==> src/rtl/mvb_frame_tx.sv <==
// MVB frame transmitter: pulls 16-bit words and emits SD, data, CRC/parity check sequences and ED as Manchester half-bits.
// Optional build macro MVB_TX_GAP_EN adds a GAP_BITS-long idle gap after ED before done.
module mvb_frame_tx #(
    parameter int CLK_DIV   = 8,
    parameter int MAX_WORDS = 16,
    parameter int LEN_W     = 5,
    parameter int CS_WORDS  = 4
`ifdef MVB_TX_GAP_EN
   ,parameter int GAP_BITS  = 4
`endif
) (
    input  logic             clk,
    input  logic             rst,
    input  logic             start,
    input  logic             master,
    input  logic [LEN_W-1:0] len_words,
    input  logic [15:0]      word_data,
    input  logic             word_valid,
    output logic             word_ready,
    output logic             line_out,
    output logic             tx_en,
    output logic             busy,
    output logic             done,
    output logic             err_len,
    output logic             err_underrun
);

    localparam int DIV_W = (CLK_DIV > 1) ? $clog2(CLK_DIV) : 1;
    localparam int GRP_W = $clog2(CS_WORDS + 1);

    localparam logic [17:0] SD_MASTER = 18'b10_11_00_01_11_00_10_10_10;
    localparam logic [17:0] SD_SLAVE  = 18'b10_10_10_10_11_00_01_11_00;

    localparam logic [7:0] LAST_SD   = 8'd17;
    localparam logic [7:0] LAST_DATA = 8'd31;
    localparam logic [7:0] LAST_CS   = 8'd15;
    localparam logic [7:0] LAST_ED   = 8'd1;
`ifdef MVB_TX_GAP_EN
    localparam logic [7:0] LAST_GAP  = 8'(2 * GAP_BITS - 1);
`endif

    typedef enum logic [2:0] {
        ST_IDLE,
        ST_SD,
        ST_DATA,
        ST_CS,
        ST_ED
`ifdef MVB_TX_GAP_EN
       ,ST_GAP
`endif
    } state_t;

    // x^7+x^6+x^5+x^2+1, MSB-first, one full word per call
    function automatic logic [6:0] crc7_word(input logic [6:0] crc_in, input logic [15:0] d);
        logic [6:0] c;
        logic       fb;
        c = crc_in;
        for (int i = 15; i >= 0; i--) begin
            fb = d[i] ^ c[6];
            c  = {c[5:0], 1'b0} ^ ({7{fb}} & 7'h65);
        end
        return c;
    endfunction

    function automatic logic [7:0] cs_byte(input logic [6:0] crc, input logic data_par);
        return {crc, data_par ^ (^crc)};
    endfunction

    state_t             r_state;
    logic [DIV_W-1:0]   r_div;
    logic [7:0]         r_hidx;
    logic [16:0]        r_sd;
    logic [15:0]        r_shift;
    logic [6:0]         r_crc;
    logic               r_par;
    logic [LEN_W-1:0]   r_words_left;
    logic [GRP_W-1:0]   r_grp;
    logic               r_line;
    logic               r_tx_en;
    logic               r_busy;
    logic               r_done;
    logic               r_err_len;
    logic               r_err_underrun;

    logic               w_tick;
    logic               w_last_half;
    logic               w_to_cs;
    logic               w_fetch;
    logic               w_len_ok;
    logic [17:0]        w_sd_pat;
    logic [7:0]         w_cs_byte;

    assign w_tick    = (r_div == DIV_W'(CLK_DIV - 1));
    assign w_to_cs   = (r_grp == GRP_W'(CS_WORDS - 1)) || (r_words_left == '0);
    assign w_sd_pat  = master ? SD_MASTER : SD_SLAVE;
    assign w_cs_byte = cs_byte(r_crc, r_par);
    assign w_len_ok  = master ? (len_words == LEN_W'(1))
                              : ((len_words != '0) && (len_words <= LEN_W'(MAX_WORDS)));

    always_comb begin
        w_last_half = 1'b0;
        case (r_state)
            ST_SD:   w_last_half = (r_hidx == LAST_SD);
            ST_DATA: w_last_half = (r_hidx == LAST_DATA);
            ST_CS:   w_last_half = (r_hidx == LAST_CS);
            ST_ED:   w_last_half = (r_hidx == LAST_ED);
`ifdef MVB_TX_GAP_EN
            ST_GAP:  w_last_half = (r_hidx == LAST_GAP);
`endif
            default: w_last_half = 1'b0;
        endcase
    end

    // A word is pulled at the very last clk of SD, of a word that continues without CS, or of a CS with words pending.
    assign w_fetch = w_tick && w_last_half &&
                     ((r_state == ST_SD) ||
                      ((r_state == ST_DATA) && !w_to_cs) ||
                      ((r_state == ST_CS) && (r_words_left != '0)));

    assign word_ready = w_fetch && word_valid;

    always_ff @(posedge clk) begin
        if (rst) begin
            r_state        <= ST_IDLE;
            r_div          <= '0;
            r_hidx         <= '0;
            r_words_left   <= '0;
            r_grp          <= '0;
            r_line         <= 1'b0;
            r_tx_en        <= 1'b0;
            r_busy         <= 1'b0;
            r_done         <= 1'b0;
            r_err_len      <= 1'b0;
            r_err_underrun <= 1'b0;
        end else begin
            r_done         <= 1'b0;
            r_err_len      <= 1'b0;
            r_err_underrun <= 1'b0;
            r_div          <= w_tick ? '0 : r_div + DIV_W'(1);

            if (r_state == ST_IDLE) begin
                r_div <= '0;
                if (start) begin
                    if (w_len_ok) begin
                        r_state      <= ST_SD;
                        r_hidx       <= '0;
                        r_sd         <= w_sd_pat[16:0];
                        r_line       <= w_sd_pat[17];
                        r_tx_en      <= 1'b1;
                        r_busy       <= 1'b1;
                        r_words_left <= len_words;
                        r_grp        <= '0;
                        r_crc        <= '0;
                        r_par        <= 1'b0;
                    end else begin
                        r_err_len <= 1'b1;
                    end
                end
            end else if (w_fetch) begin
                if (word_valid) begin
                    r_state      <= ST_DATA;
                    r_hidx       <= '0;
                    r_shift      <= word_data;
                    r_line       <= word_data[15];
                    r_crc        <= crc7_word(r_crc, word_data);
                    r_par        <= r_par ^ (^word_data);
                    r_words_left <= r_words_left - LEN_W'(1);
                    if (r_state == ST_DATA)
                        r_grp <= r_grp + GRP_W'(1);
                end else begin
                    r_state        <= ST_IDLE;
                    r_div          <= '0;
                    r_line         <= 1'b0;
                    r_tx_en        <= 1'b0;
                    r_busy         <= 1'b0;
                    r_err_underrun <= 1'b1;
                end
            end else if (w_tick) begin
                if (!w_last_half) begin
                    r_hidx <= r_hidx + 8'd1;
                    case (r_state)
                        ST_SD: begin
                            r_sd   <= {r_sd[15:0], 1'b0};
                            r_line <= r_sd[16];
                        end
                        ST_DATA, ST_CS: begin
                            if (!r_hidx[0]) begin
                                r_line <= ~r_shift[15];
                            end else begin
                                r_shift <= {r_shift[14:0], 1'b0};
                                r_line  <= r_shift[14];
                            end
                        end
                        default: r_line <= 1'b0;
                    endcase
                end else begin
                    r_hidx <= '0;
                    case (r_state)
                        ST_DATA: begin
                            r_state <= ST_CS;
                            r_shift <= {w_cs_byte, 8'h00};
                            r_line  <= w_cs_byte[7];
                            r_crc   <= '0;
                            r_par   <= 1'b0;
                            r_grp   <= '0;
                        end
                        ST_CS: begin
                            r_state <= ST_ED;
                            r_line  <= 1'b0;
                        end
`ifdef MVB_TX_GAP_EN
                        ST_ED: begin
                            r_state <= ST_GAP;
                            r_line  <= 1'b0;
                            r_tx_en <= 1'b0;
                        end
                        ST_GAP: begin
                            r_state <= ST_IDLE;
                            r_busy  <= 1'b0;
                            r_done  <= 1'b1;
                        end
`else
                        ST_ED: begin
                            r_state <= ST_IDLE;
                            r_line  <= 1'b0;
                            r_tx_en <= 1'b0;
                            r_busy  <= 1'b0;
                            r_done  <= 1'b1;
                        end
`endif
                        default: begin
                            r_state <= ST_IDLE;
                            r_line  <= 1'b0;
                            r_tx_en <= 1'b0;
                            r_busy  <= 1'b0;
                        end
                    endcase
                end
            end
        end
    end

    assign line_out     = r_line;
    assign tx_en        = r_tx_en;
    assign busy         = r_busy;
    assign done         = r_done;
    assign err_len      = r_err_len;
    assign err_underrun = r_err_underrun;

endmodule

==> config.mk <==
export PLATFORM = sky130hd
export DESIGN_NAME = mvb_frame_tx
export DESIGN_NICKNAME = d
export VERILOG_FILES = /design/src/rtl/mvb_frame_tx.sv
export SDC_FILE = /design/constraint.sdc
export NUM_CORES = 1
export LEC_CHECK = 0
export CAP_MARGIN = 10
export CORE_AREA = 4 4 98 100
export DETAILED_ROUTE_END_ITERATION = 6
export DIE_AREA = 0 0 102 104
export PLACE_DENSITY_LB_ADDON = 0.08
export SYNTH_ARGS = -nofsm -noshare
export SYNTH_HDL_FRONTEND = slang
export SYNTH_SLANG_ARGS = --single-unit
==> constraint.sdc <==
create_clock -name clk -period 3.4 [get_ports clk]
set_input_delay 0.34 -clock clk [delete_from_list [all_inputs] [get_ports clk]]
set_output_delay 0.34 -clock clk [all_outputs]
set_load 0.1 [all_outputs]
==> flow_summary.json <==
{
  "status": "completed",
  "grt_pass1_vias": 2724,
  "initial_core_util_pct": 44.3,
  "fin_crit_sh_pct": 87.0,
  "synth_nets": 396,
  "powerDensity_nw_per_um2": 442,
  "instances_no_fill": 513,
  "synth_edf_count": 40,
  "fin_area_um2": 4500,
  "power.leakage_nw": 1.68,
  "worst_pin_slew_ps": 964,
  "drc": 0,
  "synth-simple-area-share_pct": 16.2,
  "r2r_cells": 7,
  "dieWidth_um": 102,
  "fin_util_pct": 51.9,
  "syn_area_um2": 3840,
  "vias_per_cell": 5.42,
  "n_antenna_cell": 0,
  "root_buffer": "clkbuf_8",
  "areaGrowthSynthToFinish_pct": 17.2,
  "ys.flop_type": "edfxtp_1",
  "cts_sinks": 67,
  "async_reset_ff_share_pct": 0,
  "yosys-top-cells-area": "edfxtp_1 31%, dfxtp_1 14%, xnor2_1 8.2%",
  "finalClockSkew_ps": 8.97,
  "synth-xor-area-share_pct": 17.6,
  "r2r_setup_slack_ps": 720,
  "htreeDepth": 3,
  "rr_startpoint": "r_state[2]",
  "syn_area_per_cell_um2": 10.6,
  "layout.nets": 433,
  "gp_congestion": 0.836,
  "setup_viol": 0,
  "hp-class": "flop to flop",
  "clk_pin_slew_ps": 80,
  "synth_cell_types": 57,
  "hold_buffers": 0,
  "path_class": "flop to output pin",
  "cts-resized-gates": 0,
  "ys_warn_count": 0,
  "post_dp_cell_area_um2": 4320,
  "crit_path_start": "r_grp[0]",
  "rsz0062_at_grt": "false",
  "grt_remaining_overflow": 0,
  "synth_seq_cells": 67,
  "grt_pass1_wl_um": 14100,
  "regToRegEndpoint": "r_crc[1]",
  "drv_slew": 0,
  "wl_per_cell_um": 16.5,
  "worst_setup_path_end_kind": "output pin",
  "slew_headroom_pct": 35.5,
  "min_period_ps": 2960,
  "layout-drive-gt1-share_pct": 10.1,
  "nFillCells": 826,
  "finalHoldViolations": 0,
  "cts_tree": "yes",
  "dp_cells": 497,
  "synth_top_family_by_area": "XOR/XNOR gates",
  "clock_latency_ps": 360,
  "required_ps": 3060,
  "antenna_found_initial": 0,
  "io_buffers": 32,
  "drtIter0Drc": 104,
  "min_from": "r_div[0]",
  "ant_nets": 0,
  "clock_path_buffers": 2,
  "arrival_ps": 2620,
  "yosys.area_share.adder_pct": 2.28,
  "max_freq_mhz": 338,
  "numCtsBuffers": 9,
  "fin_tns_setup_ps": 0,
  "start_kind": "flop",
  "irDropWorstVdd_v": 0.000323,
  "crit_path_end": "word_ready",
  "firstDrtPassIters": 4,
  "grt_max_degree": 24,
  "rows": 34,
  "grt_usage_pct": 17.1,
  "wl_um": 8480,
  "synth_top_cell_by_area": "edfxtp_1",
  "synthCells": 363,
  "post_cts_buffers": 0,
  "synth-compound-area-share_pct": 13.9,
  "cp_max_fo": 5,
  "ios": 33,
  "vias": 2778,
  "die_area_um2": 10600,
  "yosysSeqAreaShare_pct": 45.3,
  "core_region_area_um2": 8680,
  "maxCapViolCount": 0,
  "synthMuxAreaShare_pct": 1.34,
  "die_h_um": 104,
  "yosysTopAreaCellShare_pct": 31.3,
  "hpwl_um": 6080
}
==> critical path: stages (launching register included) <==
cell and delay, ps:
dfxtp_1 330, ha_1 200, ha_1 170, nand2b_1 130, a221oi_1 490, o2111a_1 370
nand2_1 110, inv_1 250, buf_12 210
==> cells in the mapped netlist (2+ instances only) <==
| cell type | n |
|---|---|
| edfxtp_1 | 40 |
| xnor2_1 | 36 |
| dfxtp_1 | 27 |
| nand2_1 | 27 |
| nor2_1 | 26 |
| a21oi_1 | 17 |
| o21ai_0 | 16 |
| inv_1 | 14 |
| and2_1 | 13 |
| xor2_1 | 11 |
| clkbuf_1 | 10 |
| a22o_1 | 8 |
| a21o_1 | 7 |
| and3_1 | 7 |
| ha_1 | 7 |
| nand2b_1 | 7 |
| xnor3_1 | 7 |
| a22oi_1 | 6 |
| buf_2 | 6 |
| nor3_1 | 5 |
| o2111ai_1 | 5 |
| mux2i_1 | 4 |
| nand3b_1 | 4 |
| nand4_1 | 4 |
| nand3_1 | 3 |
| nor3b_1 | 3 |
| o211ai_1 | 3 |
| or3_1 | 3 |
| a211oi_1 | 2 |
| a31oi_1 | 2 |
| and4_1 | 2 |
| nor2b_1 | 2 |
| nor4_1 | 2 |
| nor4b_1 | 2 |
| or2_2 | 2 |
| or4_1 | 2 |
==> registers in the layout (all words and copies together), names as in the netlist <==
register,cells
r_div,3
done,1
r_par,1
r_hidx,8
busy,1
err_len,1
err_underrun,1
r_grp,3
r_shift,16
line_out,1
r_words_left,5
r_state,3
r_sd,16
r_crc,7
==> per-stage QoR <==
stage	worst slack (ps)	hold slack (ps)	power [mW]
2_1_floorplan	493	407	1.27
3_3_place_gp	604	421	1.38
3_5_place_dp	550	435	1.38
4_1_cts	393	446	2.02
5_1_grt	263	484	2.09
6_report	443	442	1.99
==> worst min-delay path by stage <==
stage / endpoint / slack (ps) / depth (start not counted)
finish: r_div[0] / 440 / 1
global route: r_div[0] / 480 / 1
CTS: r_div[0] / 450 / 1
detailed placement: r_div[0] / 440 / 1
global placement: r_div[0] / 420 / 1
floorplan: r_div[0] / 410 / 1
==> report_power, final <==
part / switching (mW) / leakage, nW / internal [mW]
logic: 0.226 / 1.02 / 0.248
clock network: 0.360 / 0.0868 / 0.274
registers: 0.0124 / 0.572 / 0.872
total: 0.598 / 1.68 / 1.39
==> placed cells by master (no fill, tap or decap), types with 3 or more instances in the layout <==
| cell type | synthesis | final |
|---|---|---|
| o2111ai_1 | 5 | 5 |
| buf_4 | 1 | 11 |
| nand2b_1 | 7 | 7 |
| edfxtp_1 | 40 | 40 |
| o21ai_0 | 16 | 16 |
| nor2_1 | 26 | 26 |
| a22o_1 | 8 | 8 |
| clkdlybuf4s50_1 | 0 | 31 |
| mux2i_1 | 4 | 4 |
| xor2_1 | 11 | 11 |
| nor3b_1 | 3 | 3 |
| nand3_1 | 3 | 3 |
| xnor3_1 | 7 | 7 |
| nand3b_1 | 4 | 4 |
| clkbuf_8 | 0 | 9 |
| nand2_1 | 27 | 27 |
| a21o_1 | 7 | 7 |
| xnor2_1 | 36 | 36 |
| and3_1 | 7 | 7 |
| or3_1 | 3 | 3 |
| ha_1 | 7 | 7 |
| a22oi_1 | 6 | 6 |
| nor3_1 | 5 | 4 |
| inv_6 | 0 | 3 |
| nand4_1 | 4 | 4 |
| and2_1 | 13 | 13 |
| inv_1 | 14 | 14 |
| a21oi_1 | 17 | 17 |
| dfxtp_1 | 27 | 27 |
| o211ai_1 | 3 | 3 |
==> cell families (layout without fill, tap and decap cells) <==
kind of cell	after synthesis	after routing
and+or+nand+nor	117	117
DFF	67	67
AOI/OAI and AO/OA	77	77
muxes	5	5
buffers and inverters	31	73
adders and majority gates	7	7
xor gates and xnor gates	59	59
==> area by class of cell <==
type | count | area, um2 | share of cell area [%]
Clock inverter | 7 | 58.8 | 1.31
Timing Repair Buffer | 43 | 413 | 9.17
Clock buffer | 9 | 124 | 2.75
Tap cell | 108 | 135 | 3.00
Inverter | 14 | 52.6 | 1.17
Multi-Input combinational cell | 265 | 1980 | 43.9
Sequential cell | 67 | 1740 | 38.7
==> layer usage <==
layer,vias up,wire length [um],global-route usage (%)
li1,1378,-,-
met1,1356,4110,24.3
met2,32,3960,25.8
met3,12,259,2.88
met4,0,144,6.47
met5,-,0,0
No activity file was read; power rests on OpenSTA's default activity.
